### src/rtl/mips_pkg.sv
// Shared definitions for the pipelined MIPS core.
// Holds datapath widths, the NOP encoding and the pipeline-register payload
// struct. The IF/ID struct is reused by the later ID/EX, EX/MEM and MEM/WB
// registers. No ports.
package mips_pkg;

   localparam int unsigned INSTR_W = 32;
   localparam int unsigned ADDR_W  = 32;

   localparam logic [INSTR_W-1:0] NOP_INSTR = 32'h0000_0000;

   typedef struct packed {
      logic [INSTR_W-1:0] instr;
      logic [ADDR_W-1:0]  pc4;
      logic               valid;
   } if_id_t;

   // Empty pipeline slot: NOP instruction, zero PC+4, not valid.
   localparam if_id_t IF_ID_BUBBLE = '{instr: NOP_INSTR, pc4: '0, valid: 1'b0};

   // Instruction addresses must be word aligned.
   function automatic logic is_misaligned(input logic [ADDR_W-1:0] addr);
      return addr[1:0] != 2'b00;
   endfunction

endpackage

### src/rtl/fetch_stage_if.sv
// Bundle of the fetch stage's handshake, memory and status signals.
// slave  : fetch_stage side (takes stall/redirect/imem_rdata, drives the rest).
// master : environment side (hazard unit, ID stage, instruction memory).
//   stall, redirect, redirect_target : control from hazard unit / ID stage
//   imem_addr, imem_rdata            : combinational instruction memory port
//   if_id_instr, if_id_pc4, if_id_valid : IF/ID register contents
//   misalign_err                     : sticky misaligned-redirect flag
//   fetch_cnt, stall_cnt, flush_cnt  : saturating performance counters
interface fetch_stage_if #(
   parameter int unsigned CNT_W = 16
) ();
   import mips_pkg::*;

   logic                 stall;
   logic                 redirect;
   logic [ADDR_W-1:0]    redirect_target;
   logic [ADDR_W-1:0]    imem_addr;
   logic [INSTR_W-1:0]   imem_rdata;
   logic [INSTR_W-1:0]   if_id_instr;
   logic [ADDR_W-1:0]    if_id_pc4;
   logic                 if_id_valid;
   logic                 misalign_err;
   logic [CNT_W-1:0]     fetch_cnt;
   logic [CNT_W-1:0]     stall_cnt;
   logic [CNT_W-1:0]     flush_cnt;

   modport slave (
      input  stall, redirect, redirect_target, imem_rdata,
      output imem_addr, if_id_instr, if_id_pc4, if_id_valid,
             misalign_err, fetch_cnt, stall_cnt, flush_cnt
   );

   modport master (
      output stall, redirect, redirect_target, imem_rdata,
      input  imem_addr, if_id_instr, if_id_pc4, if_id_valid,
             misalign_err, fetch_cnt, stall_cnt, flush_cnt
   );

endinterface

### src/rtl/fetch_stage_if_id_reg.sv
// IF/ID pipeline register.
//   clk, reset : clock, synchronous active-high reset (loads a bubble)
//   load_en    : capture d this edge
//   flush      : load a bubble this edge; wins over load_en
//   d, q       : next / current IF/ID payload
module if_id_reg
   import mips_pkg::*;
(
   input  logic   clk,
   input  logic   reset,
   input  logic   load_en,
   input  logic   flush,
   input  if_id_t d,
   output if_id_t q
);

   if_id_t ifid_q;
   if_id_t ifid_d;

   always_comb begin
      ifid_d = ifid_q;
      if (flush) begin
         ifid_d = IF_ID_BUBBLE;
      end else if (load_en) begin
         ifid_d = d;
      end
   end

   always_ff @(posedge clk) begin
      if (reset) begin
         ifid_q <= IF_ID_BUBBLE;
      end else begin
         ifid_q <= ifid_d;
      end
   end

   assign q = ifid_q;

endmodule

### src/rtl/fetch_stage.sv
// Instruction-fetch stage with IF/ID register for the pipelined MIPS core.
//   clk   : system clock, rising edge
//   reset : synchronous active-high reset
//   bus   : fetch_stage_if.slave -- stall/redirect control, instruction
//           memory port, IF/ID outputs, misalign flag and counters
// Per-edge priority: reset > redirect > stall > normal advance.
module fetch_stage
   import mips_pkg::*;
#(
   parameter logic [31:0] RESET_PC = 32'h0000_0000,
   parameter int unsigned CNT_W    = 16
) (
   input  logic          clk,
   input  logic          reset,
   fetch_stage_if.slave  bus
);

   logic [ADDR_W-1:0] pc_q, pc_d;
   logic [ADDR_W-1:0] pc_plus4;
   logic              misalign_q, misalign_d;
   logic [CNT_W-1:0]  fetch_cnt_q, fetch_cnt_d;
   logic [CNT_W-1:0]  stall_cnt_q, stall_cnt_d;
   logic [CNT_W-1:0]  flush_cnt_q, flush_cnt_d;
   if_id_t            if_id_next;
   if_id_t            if_id_cur;

   // Wraps modulo 2^32.
   assign pc_plus4 = pc_q + ADDR_W'(4);

   always_comb begin
      pc_d        = pc_q;
      misalign_d  = misalign_q;
      fetch_cnt_d = fetch_cnt_q;
      stall_cnt_d = stall_cnt_q;
      flush_cnt_d = flush_cnt_q;
      if (bus.redirect) begin
         // Low bits are dropped from the PC but still raise the sticky flag.
         pc_d = {bus.redirect_target[ADDR_W-1:2], 2'b00};
         if (is_misaligned(bus.redirect_target)) begin
            misalign_d = 1'b1;
         end
         if (flush_cnt_q != '1) begin
            flush_cnt_d = flush_cnt_q + CNT_W'(1);
         end
      end else if (bus.stall) begin
         if (stall_cnt_q != '1) begin
            stall_cnt_d = stall_cnt_q + CNT_W'(1);
         end
      end else begin
         pc_d = pc_plus4;
         if (fetch_cnt_q != '1) begin
            fetch_cnt_d = fetch_cnt_q + CNT_W'(1);
         end
      end
   end

   always_ff @(posedge clk) begin
      if (reset) begin
         pc_q        <= RESET_PC;
         misalign_q  <= 1'b0;
         fetch_cnt_q <= '0;
         stall_cnt_q <= '0;
         flush_cnt_q <= '0;
      end else begin
         pc_q        <= pc_d;
         misalign_q  <= misalign_d;
         fetch_cnt_q <= fetch_cnt_d;
         stall_cnt_q <= stall_cnt_d;
         flush_cnt_q <= flush_cnt_d;
      end
   end

   assign if_id_next = '{instr: bus.imem_rdata, pc4: pc_plus4, valid: 1'b1};

   // Redirect squashes the wrong-path fetch even when stall is also high.
   if_id_reg u_if_id_reg (
      .clk     (clk),
      .reset   (reset),
      .load_en (~bus.stall),
      .flush   (bus.redirect),
      .d       (if_id_next),
      .q       (if_id_cur)
   );

   assign bus.imem_addr    = pc_q;
   assign bus.if_id_instr  = if_id_cur.instr;
   assign bus.if_id_pc4    = if_id_cur.pc4;
   assign bus.if_id_valid  = if_id_cur.valid;
   assign bus.misalign_err = misalign_q;
   assign bus.fetch_cnt    = fetch_cnt_q;
   assign bus.stall_cnt    = stall_cnt_q;
   assign bus.flush_cnt    = flush_cnt_q;

endmodule

### src/flat_wrapper.sv
// flat-port wrapper written by rule: the top's interface ports become plain ports
module fetch_stage_flat import mips_pkg::*;
#(
   parameter logic [31:0] RESET_PC = 32'h0000_0000,
   parameter int unsigned CNT_W    = 16
)
  (clk, reset, bus_stall, bus_redirect, bus_redirect_target, bus_imem_rdata, bus_imem_addr, bus_if_id_instr, bus_if_id_pc4, bus_if_id_valid, bus_misalign_err, bus_fetch_cnt, bus_stall_cnt, bus_flush_cnt);
  fetch_stage_if #(.CNT_W(CNT_W)) bus_i ();
  input  logic clk;
  input  logic reset;
  input wire logic [$bits(bus_i.stall)-1:0] bus_stall;
  input wire logic [$bits(bus_i.redirect)-1:0] bus_redirect;
  input wire logic [$bits(bus_i.redirect_target)-1:0] bus_redirect_target;
  input wire logic [$bits(bus_i.imem_rdata)-1:0] bus_imem_rdata;
  output wire logic [$bits(bus_i.imem_addr)-1:0] bus_imem_addr;
  output wire logic [$bits(bus_i.if_id_instr)-1:0] bus_if_id_instr;
  output wire logic [$bits(bus_i.if_id_pc4)-1:0] bus_if_id_pc4;
  output wire logic [$bits(bus_i.if_id_valid)-1:0] bus_if_id_valid;
  output wire logic [$bits(bus_i.misalign_err)-1:0] bus_misalign_err;
  output wire logic [$bits(bus_i.fetch_cnt)-1:0] bus_fetch_cnt;
  output wire logic [$bits(bus_i.stall_cnt)-1:0] bus_stall_cnt;
  output wire logic [$bits(bus_i.flush_cnt)-1:0] bus_flush_cnt;
  assign bus_i.stall = bus_stall;
  assign bus_i.redirect = bus_redirect;
  assign bus_i.redirect_target = bus_redirect_target;
  assign bus_i.imem_rdata = bus_imem_rdata;
  assign bus_imem_addr = bus_i.imem_addr;
  assign bus_if_id_instr = bus_i.if_id_instr;
  assign bus_if_id_pc4 = bus_i.if_id_pc4;
  assign bus_if_id_valid = bus_i.if_id_valid;
  assign bus_misalign_err = bus_i.misalign_err;
  assign bus_fetch_cnt = bus_i.fetch_cnt;
  assign bus_stall_cnt = bus_i.stall_cnt;
  assign bus_flush_cnt = bus_i.flush_cnt;
  fetch_stage #(.RESET_PC(RESET_PC), .CNT_W(CNT_W)) u_core (.clk(clk), .reset(reset), .bus(bus_i));
endmodule
### config.mk
export PLATFORM = sky130hd
export DESIGN_NAME = fetch_stage_flat
export DESIGN_NICKNAME = d
export VERILOG_FILES = /design/src/rtl/mips_pkg.sv /design/src/rtl/fetch_stage_if.sv /design/src/rtl/fetch_stage_if_id_reg.sv /design/src/rtl/fetch_stage.sv /design/src/flat_wrapper.sv
export SDC_FILE = /design/constraint.sdc
export NUM_CORES = 1
export LEC_CHECK = 0
export CORE_ASPECT_RATIO = 1.4
export CORE_MARGIN = 2
export CORE_UTILIZATION = 54
export DETAILED_ROUTE_END_ITERATION = 10
export DONT_BUFFER_PORTS = 1
export PLACE_DENSITY = 0.79
export SLEW_MARGIN = 20
export SYNTH_ARGS = -nofsm -noshare
export SYNTH_HDL_FRONTEND = slang
export SYNTH_HIERARCHICAL = 1
export SYNTH_SLANG_ARGS = --single-unit
### constraint.sdc
create_clock -name clk -period 2.18 [get_ports clk]
set_input_delay 0.327 -clock clk [delete_from_list [all_inputs] [get_ports clk]]
set_output_delay 0.327 -clock clk [all_outputs]
set_load 0.03 [all_outputs]
# Word-level counts from Yosys, hierarchy flattened
# Index checks and enable logic that the tools add are counted.
[totals]
register_bits = 146
inputBits = 68
output_inout_bits = 146
[op_classes]
n_addsub = 4
eq_ne = 4
muxes = 2
bitwise_logic = 2
n_reduce_logical = 6
[ops]
columns = ["operator", "count"]
rows = [
  ["32-bit 2-to-1 mux", 2],
  ["16-bit by 1-bit adder with 16-bit output (second input constant)", 3],
  ["16-bit inequality test (second input constant)", 3],
  ["32-bit by 3-bit adder with 32-bit output (second input constant)", 1],
  ["3-bit AND reduction", 2],
  ["2-bit AND reduction", 2],
  ["2-bit by 1-bit inequality test with 1-bit output (second input constant)", 1],
  ["1-bit NOT", 2],
  ["2-bit nonzero test", 1],
  ["2-bit OR reduction", 1],
]

# Logic depth before layout (Yosys ltp)
# Gate-level depths: netlist of run 1.
[depth]
ltp_word = 3
depth_mapped = 9
ltp_nobuf = 7

# Hierarchy
# The synthesis of run 1 kept the hierarchy.
[by_module_without_submodules]
columns = ["mod", "n_inst", "cells_per_inst", "area_per_inst_um2"]
rows = [
  ["fetch_stage", 1, 606, 4807.1],
  ["if_id_reg", 1, 210, 2338.5],
]

# Worst setup path after synthesis of run 1
# OpenSTA, ideal clock, no wires.
[synth_path]
path_type = "register -> register"
start = "reg u_core.pc_q[2] (netlist: u_core/bus.imem_addr[2])"
end = "reg u_core.u_if_id_reg.ifid_q (netlist bit u_core/u_if_id_reg/q[29])"
setup_time_ps = 115
arrival_ps = 2312
required_time_ps = 2065
setup_slack_ps = -246
stages_incl_launch_ff = 10
path_buffers = 2
period_less_slack_ps = 2426
cell_sequence = "dfxtp_1 -> ha_1 -> nand3_1 -> clkbuf_1 -> nor4_1 -> clkbuf_1 -> nand4_1 -> xnor2_1 -> mux2i_1 -> nor2_1"
[synth_via]
elab_chain_len = 1
[synth_rtl]
columns = ["element", "line_no", "source"]
rows = [
  ["start: declaration", "fetch_stage.sv:18", "logic [ADDR_W-1:0] pc_q, pc_d;"],
  ["start signal: assignment", "fetch_stage.sv:65", "pc_q <= pc_d;"],
  ["32-bit by 3-bit adder with 32-bit output", "fetch_stage.sv:28", "assign pc_plus4 = pc_q + ADDR_W'(4);"],
  ["net u_core.pc_plus4[28]", "fetch_stage.sv:19", "logic [ADDR_W-1:0] pc_plus4;"],
  ["end signal: assignment", "fetch_stage_if_id_reg.sv:33", "ifid_q <= ifid_d;"],
  ["end: declaration", "fetch_stage_if_id_reg.sv:17", "if_id_t ifid_q;"],
]
# The timed path passes the listed nets, and every way through them passes these cells.
# A chain may end at the register's enable or synchronous reset.

# Final worst setup path of run 1
[layout_path]
start = "reg u_core.pc_q[3] (netlist: u_core/bus.imem_addr[3])"
end = "reg u_core.u_if_id_reg.ifid_q (netlist bit u_core/u_if_id_reg/q[27])"
# Same word-level chain as after synthesis.

==> reports/qor.yml, run 1 <==
floorplan:
  ioPinCount: 214
  dieArea_um2: 14200
  start_util_pct: 55.5
  die_h_um: 140
  die_width_um: 101
  rows: 49
  core_area_um2: 12900
yosys:
  synth_top_area_share_pct: 40.3
  synth_compound_area_share_pct: 12.9
  yosys_most_used_dff: "dfxtp_1"
  synthArstFlopShare_pct: 0
  synth.top_cells.by_count: "dfxtp_1 (144), nor2_1 (113), mux2i_1 (70), nand2_1 (45), a21oi_1 (34)"
  synthTopCellsByArea: "dfxtp_1 (40%), mux2i_1 (9.8%), nor2_1 (5.9%)"
  syn_area_per_cell_um2: 8.76
  synth_xor_xnor_area_share_pct: 4.90
  synth_enable_flop_cells: 0
  synth_cell_type_count: 59
  synth_top_area_cell: "dfxtp_1"
  synthSimpleGateAreaFrac_pct: 24.4
  synth_top_family_by_area: "simple AND/OR/NAND/NOR gates"
  ys_ff_latch: 144
  yosys.area_share.adder_pct: 0.700
  seq_area_frac_synth_pct: 40.3
  netlist_area_um2: 7150
  synthMuxAreaShare_pct: 10.9
  yosysWarnings: 6
  yosysMostFrequentCell: "dfxtp_1"
  syn_inst: 816
route:
  wl_per_cell_um: 20.1
  drt-initial-drc-count: 429
  wl_um: 20800
  drc: 0
  dr_total_vias: 6645
  ant_nets: 0
  post_drt_via_cell_ratio: 6.41
  drtPass1Iterations: 6
outcome:
  violations: "negative setup slack"
  status: "complete, but fails checks"
global_routing:
  grt_pass1_vias: 6562
  antenna_found_initial: 2
  track_usage_pct: 28.3
  overflow: 0
  grt_first_pass_wirelength_um: 32300
  grt_max_degree: 56
hold_path:
  holdPathStages: 1
  hold_class: "input port to register"
worst_setup_path:
  critPathKind: "register to register"
  path_cells: "ha_2 > nand3_1 > or4_4 > or4_1 > xnor2_1 > mux2i_1 > nor2_1"
  ff2ff_path_depth: 7
  critPathLaunchType: "register"
  slowest_stage: "or4_1"
  crit_arrival_ps: 2520
  slowest_delay_ps: 570
  critPathMaxFanout: 3
  crit_required_ps: 2480
  crit_path_end_kind: "register"
cells_and_area:
  num-fill-cells: 1040
  drive_gt1_share_pct: 17.2
  fin_cells: 1036
  area_growth_pct: 18.2
  seq_area_um2: 2900
  antenna_cells: 0
  multiInputGateArea_um2: 3900
  design_area_um2: 8450
  fin_nets: 942
cts:
  clock_sinks: 144
  clkLatencyLatePin_ps: 410
  cts_tree: "built"
  cts_max_path_buffers: 2
  cts_made_buffers: 17
  cts_max_level: 4
  root_buffer: "clkbuf_16"
  clkTransAtPathRegs_ps: 70
pwr:
  ir_drop_uv: 444
  p_leak_nw: 3.20
  powerDensity_nw_per_um2: 776
  power_mw: 6.55
sta:
  skew_ps: 9.53
  tightest_slew_ps: 665
  worst_slack_ps: -40.4
  final_hold_viol_count: 0
  setup_viol: 1
  fmaxAchievable_mhz: 450
  period_share_pct: 102
  period_minus_slack_ps: 2220
  maxSlewViolCount: 0
  relSlewSlack_pct: 55.3
placement:
  dp_hpwl_um: 14600
  port_buffers: 0
  gp_congestion: 0.962
  place_area_um2: 7740
  dp.cells: 1001
run:
  maxCapViolCount: 0
[kinds of logic after synthesis]
kind of cell             count (synthesis)
multiplexers                            77
other                                    2
buffers and inverters                   82
AND/OR/NAND/NOR                        337
flip-flops                             144
AO/OA/AOI/OAI                          130
XOR/XNOR                                40
adder cells (fa/ha/maj)                  4
[path summary, 6_finish.rpt]
kind                                        start                                     to  slack, ps
min reg2reg  u_core/bus.flush_cnt[3]$_SDFFE_PP0P_   u_core/bus.flush_cnt[3]$_SDFFE_PP0P_        550
max reg2reg  u_core/bus.imem_addr[3]$_SDFFE_PP0N_  u_core/u_if_id_reg/q[27]$_SDFFE_PP0P_        -40
max          u_core/bus.imem_addr[3]$_SDFFE_PP0N_  u_core/u_if_id_reg/q[27]$_SDFFE_PP0P_        -40
min                                         reset   u_core/bus.fetch_cnt[5]$_SDFFE_PP0P_         20
[layout by cell type (no fill, tap or decap), types with 6 or more instances in the layout]
cell / instances
and4_1: 11
nor2b_1: 10
a311oi_1: 8
a211oi_1: 9
a21oi_1: 34
dfxtp_2: 7
o41ai_1: 8
nor3_1: 14
dfxtp_1: 136
o21ai_0: 18
mux2_2: 7
nor4_1: 16
mux2i_1: 70
xor2_1: 7
inv_1: 24
or4_1: 20
or3_1: 16
nand3_1: 28
nand4_1: 30
o311ai_0: 6
nor2_1: 113
nand2_1: 45
xnor2_1: 33
clkbuf_16: 17
buf_4: 81
and3_1: 10
o31ai_1: 16
[state kept, by name (all words and copies together) (netlist names)]
| register | flops |
|---|---|
| u_core/bus.fetch_cnt | 16 |
| u_core/bus.flush_cnt | 16 |
| u_core/bus.imem_addr | 30 |
| u_core/bus.misalign_err | 1 |
| u_core/bus.stall_cnt | 16 |
| u_core/u_if_id_reg/q | 65 |
[final cells by class]
cell class / count / area share, %
Inverter: 25 / 1.13
Multi-Input combinational cell: 593 / 46.2
Clock inverter: 13 / 2.07
Sequential cell: 144 / 34.3
Timing Repair Buffer: 89 / 8.74
Clock buffer: 19 / 5.36
Tap cell: 153 / 2.27
[per-layer routing]
| layer | wire length, µm | global-route usage, % | up-vias |
|---|---|---|---|
| li1 | - | - | 3098 |
| met4 | 757 | 11.9 | 4 |
| met1 | 7490 | 29.2 | 3105 |
| met5 | 24 | 0 | - |
| met3 | 1990 | 10.0 | 77 |
| met2 | 10600 | 50.6 | 361 |
[power by group]
part	internal, mW	switching (mW)	total (mW)
combinational	0.229	0.378	0.607
sequential	2.71	0.135	2.85
clock	1.89	1.21	3.10
total	4.83	1.72	6.55
[worst max-delay path: cells and delay by family, from the launching register on]
| kind | cells | cell delay [ps] |
|---|---|---|
| AND/OR/NAND/NOR | 4 | 1210 |
| flip-flops | 1 | 330 |
| multiplexers | 1 | 210 |
| adder cells (fa/ha/maj) | 1 | 190 |
| XOR/XNOR | 1 | 160 |
[stage by stage]
| stage | hold WS [ps] | TNS [ps] | utilization [%] | worst slack, ps |
|---|---|---|---|---|
| after floorplan | 464 | 0 | - | 8.20 |
| after global placement | 405 | 0 | 60.1 | 140 |
| after detailed placement | 404 | 0 | 60.1 | 56.0 |
| after CTS | 0.315 | 0 | 65.3 | 47.5 |
| after global routing | 1.61 | -55.5 | 65.6 | -37.1 |
| final | 16.1 | -40.4 | 65.6 | -40.4 |
[repair_timing]
action / in CTS / in global routing
setup buffers: 0 / 0
resized for setup: 0 / 7
hold buffers: 2 / 1
endpoints found under the hold margin: 55 / 1
setup endpoints to repair: 0 / 6
(Power assumes the default switching activity.)
==> run 2, diff against run 1 <==
CTS_CLUSTER_DIAMETER = 100   (was unset)
SLEW_MARGIN = unset   (was 20)
==> results of run 2 <==
Same layout as run 1: the final DEF is identical, and so are final timing and power.
==> run 3, diff against run 2 <==
REMOVE_ABC_BUFFERS = 1   (was unset)
SLEW_MARGIN = 0   (was unset)
==> run 3 against run 2 <==
The flow now finishes without violations; first-iteration DRC count increased by 6.8%; die area unchanged; utilization decreased by 0.43 points; largest cell class unchanged.
==> reports/qor.yml, run 3 (synthesis gave the netlist of run 1 again) <==
worst_setup_path:
  critPathLaunchType: "register"
  r2r_end: "u_core/bus.imem_addr[20]$_SDFFE_PP0N_"
  rrSetupSlack_ps: 40  # +80 ps
  timing.rr.start: "u_core/bus.imem_addr[2]$_SDFFE_PP0N_"
  crit_path_end_kind: "register"
  critPathKind: "register to register"
  ff2ff_path_depth: 6  # -1
  crit_arrival_ps: 2450  # -70 ps
  crit_required_ps: 2490  # about the same
  critPathMaxFanout: 12  # +9
pwr:
  powerDensity_nw_per_um2: 779  # +0.42%
  p_leak_nw: 3.17  # -1.0%
  ir_drop_uv: 518  # +17%
route:
  wl_per_cell_um: 19.5  # -2.9%
  drtPass1Iterations: 5  # -1
  post_drt_via_cell_ratio: 6.38  # -0.59%
  wl_um: 20200  # -2.9%
  drt-initial-drc-count: 458  # +6.8%
  drc: 0  # unchanged
  ant_nets: 0  # unchanged
  dr_total_vias: 6606  # -0.59%
outcome:
  status: "completed"
placement:
  dp_hpwl_um: 13800  # -5.4%
  port_buffers: 0  # unchanged
  gp_congestion: 0.887  # -7.7%
cells_and_area:
  layout_commonest_cell: "dfxtp_1"
  num-fill-cells: 1079  # +3.8%
  largest_reg_flops: 65  # unchanged
  area_growth_pct: 17.4
  layout_common_cells: "dfxtp_1 (144), nor2_1 (113), buf_4 (81)"
  fin_nets: 941  # -0.11%
  drive_gt1_share_pct: 15.5  # -1.7 points
floorplan:
  rows: 49  # unchanged
  die_h_um: 140  # unchanged
  dieArea_um2: 14200  # unchanged
  start_util_pct: 55.5  # unchanged
  core_area_um2: 12900  # unchanged
  die_width_um: 101  # unchanged
  ioPinCount: 214  # unchanged
sta:
  period_minus_slack_ps: 2140  # -81.9 ps
  rsz0062_at_grt: "true"
  hold-worst-slack_ps: 15.2  # -0.853 ps
  setup_viol: 0  # -1
  maxSlewViolCount: 0  # unchanged
  final_hold_viol_count: 0  # unchanged
  tightest_slew_ps: 712  # +47.1 ps
  skew_ps: 7.88  # -1.65 ps
  fmaxAchievable_mhz: 468  # +3.8%
  period_share_pct: 98.1  # -3.8 points
  relSlewSlack_pct: 52.1  # -3.2 points
  tns_ps: 0  # +40.4 ps
cts:
  cts_max_level: 4  # unchanged
  cts_made_buffers: 17  # unchanged
  clkLatencyLatePin_ps: 400  # about the same
  root_buffer: "clkbuf_16"
  clkTransAtPathRegs_ps: 60  # about the same
  clock_sinks: 144  # unchanged
  cts_max_path_buffers: 2  # unchanged
  cts_setup_buffers: 0  # unchanged
  cts_tree: "built"
run:
  maxCapViolCount: 0  # unchanged
global_routing:
  antenna_found_initial: 1  # -1
  track_usage_pct: 27.8  # -0.47 points
  grt_max_degree: 48  # -14%
  grt_first_pass_wirelength_um: 32200  # -0.36%
  overflow: 0  # unchanged
  grt_pass1_vias: 6609  # +0.72%
hold_path:
  whs_endpoint: "u_core/bus.imem_addr[28]$_SDFFE_PP0N_"
  min-delay-start: "reset"
  hold_class: "input port to register"
  holdPathStages: 1  # unchanged
run 3: changes by cell type in the layout (fill, tap and decap cells not counted), sizes merged:
| cell | delta |
|---|---|
| clkinv | -3 |
| clkbuf | +1 |
| buf | -2 |
| inv | -1 |
| clkinvlp | +2 |
| dlygate4sd3 | +1 |
| bufinv | +1 |
| diode | +1 |
run 3: area by class of cell:
cell class | count | area, µm² | share of cell area (%)
multi-input combinational | 593 | 3880 | 46.3
sequential | 144 | 2880 | 34.4
inverter | 25 | 96.3 | 1.15
clock buffer | 20 | 447 | 5.32
timing repair buffer | 88 | 709 | 8.45
clock inverter | 12 | 181 | 2.16
tap | 153 | 191 | 2.28
antenna | 1 | 2.50 | 0.0298
run 3: critical path, cell delays in order (launching register included):
cell and delay, ps:
dfxtp_1 340, ha_2 200, nand3_1 120, or4_4 450, buf_6 170, or4_1 500, a311oi_2 250
run 3: routing by layer:
metal  up-vias  track usage [%]  routed length [µm]
li1       3090                -                   -
met1      3189             30.4                7660
met2       270             48.8               10500
met3        57             7.83                1400
met4         0             12.9                 686
met5         -                0                   0
run 3: timing repair:
action / 4_1_cts / 5_1_grt
hold buffers: 3 / 1
endpoints found under the hold margin: 47 / 1
setup endpoints to repair: 0 / 4
resized for setup: 0 / 4
run 3: per-stage QoR:
step	util (%)	total power [mW]	instance area [µm²]	setup slack (ps)	cells
after global routing	65.2	6.76	8390	-20.5	1036
after CTS	65.0	6.56	8370	36.2	1034
after floorplan	-	3.31	6840	-1410	762
final	65.2	6.54	8390	41.5	1036
after detailed placement	59.8	3.47	7700	76.3	999
after global placement	59.8	3.44	7700	106	999
run 3: worst max-delay path by stage:
stage	startpoint	end	slack, ps	cells after the start
finish	u_core/bus.imem_addr[2]$_SDFFE_PP0N_	u_core/bus.imem_addr[20]$_SDFFE_PP0N_	40	6
global route	u_core/bus.imem_addr[2]$_SDFFE_PP0N_	u_core/bus.imem_addr[20]$_SDFFE_PP0N_	-20	6
CTS	u_core/bus.imem_addr[2]$_SDFFE_PP0N_	u_core/bus.imem_addr[20]$_SDFFE_PP0N_	40	6
detailed placement	u_core/bus.imem_addr[2]$_SDFFE_PP0N_	u_core/bus.imem_addr[20]$_SDFFE_PP0N_	80	6
global placement	u_core/bus.imem_addr[2]$_SDFFE_PP0N_	u_core/u_if_id_reg/q[27]$_SDFFE_PP0P_	110	7
floorplan	bus_stall	u_core/bus.imem_addr[22]$_SDFFE_PP0N_	-1410	4
run 3: power breakdown:
| group | total, mW | leakage, nW | internal [mW] | switching [mW] |
|---|---|---|---|---|
| sequential | 2.84 | 1.17 | 2.71 | 0.131 |
| combinational | 0.604 | 1.71 | 0.227 | 0.377 |
| clock | 3.09 | 0.294 | 1.96 | 1.13 |
| total | 6.54 | 3.17 | 4.90 | 1.64 |
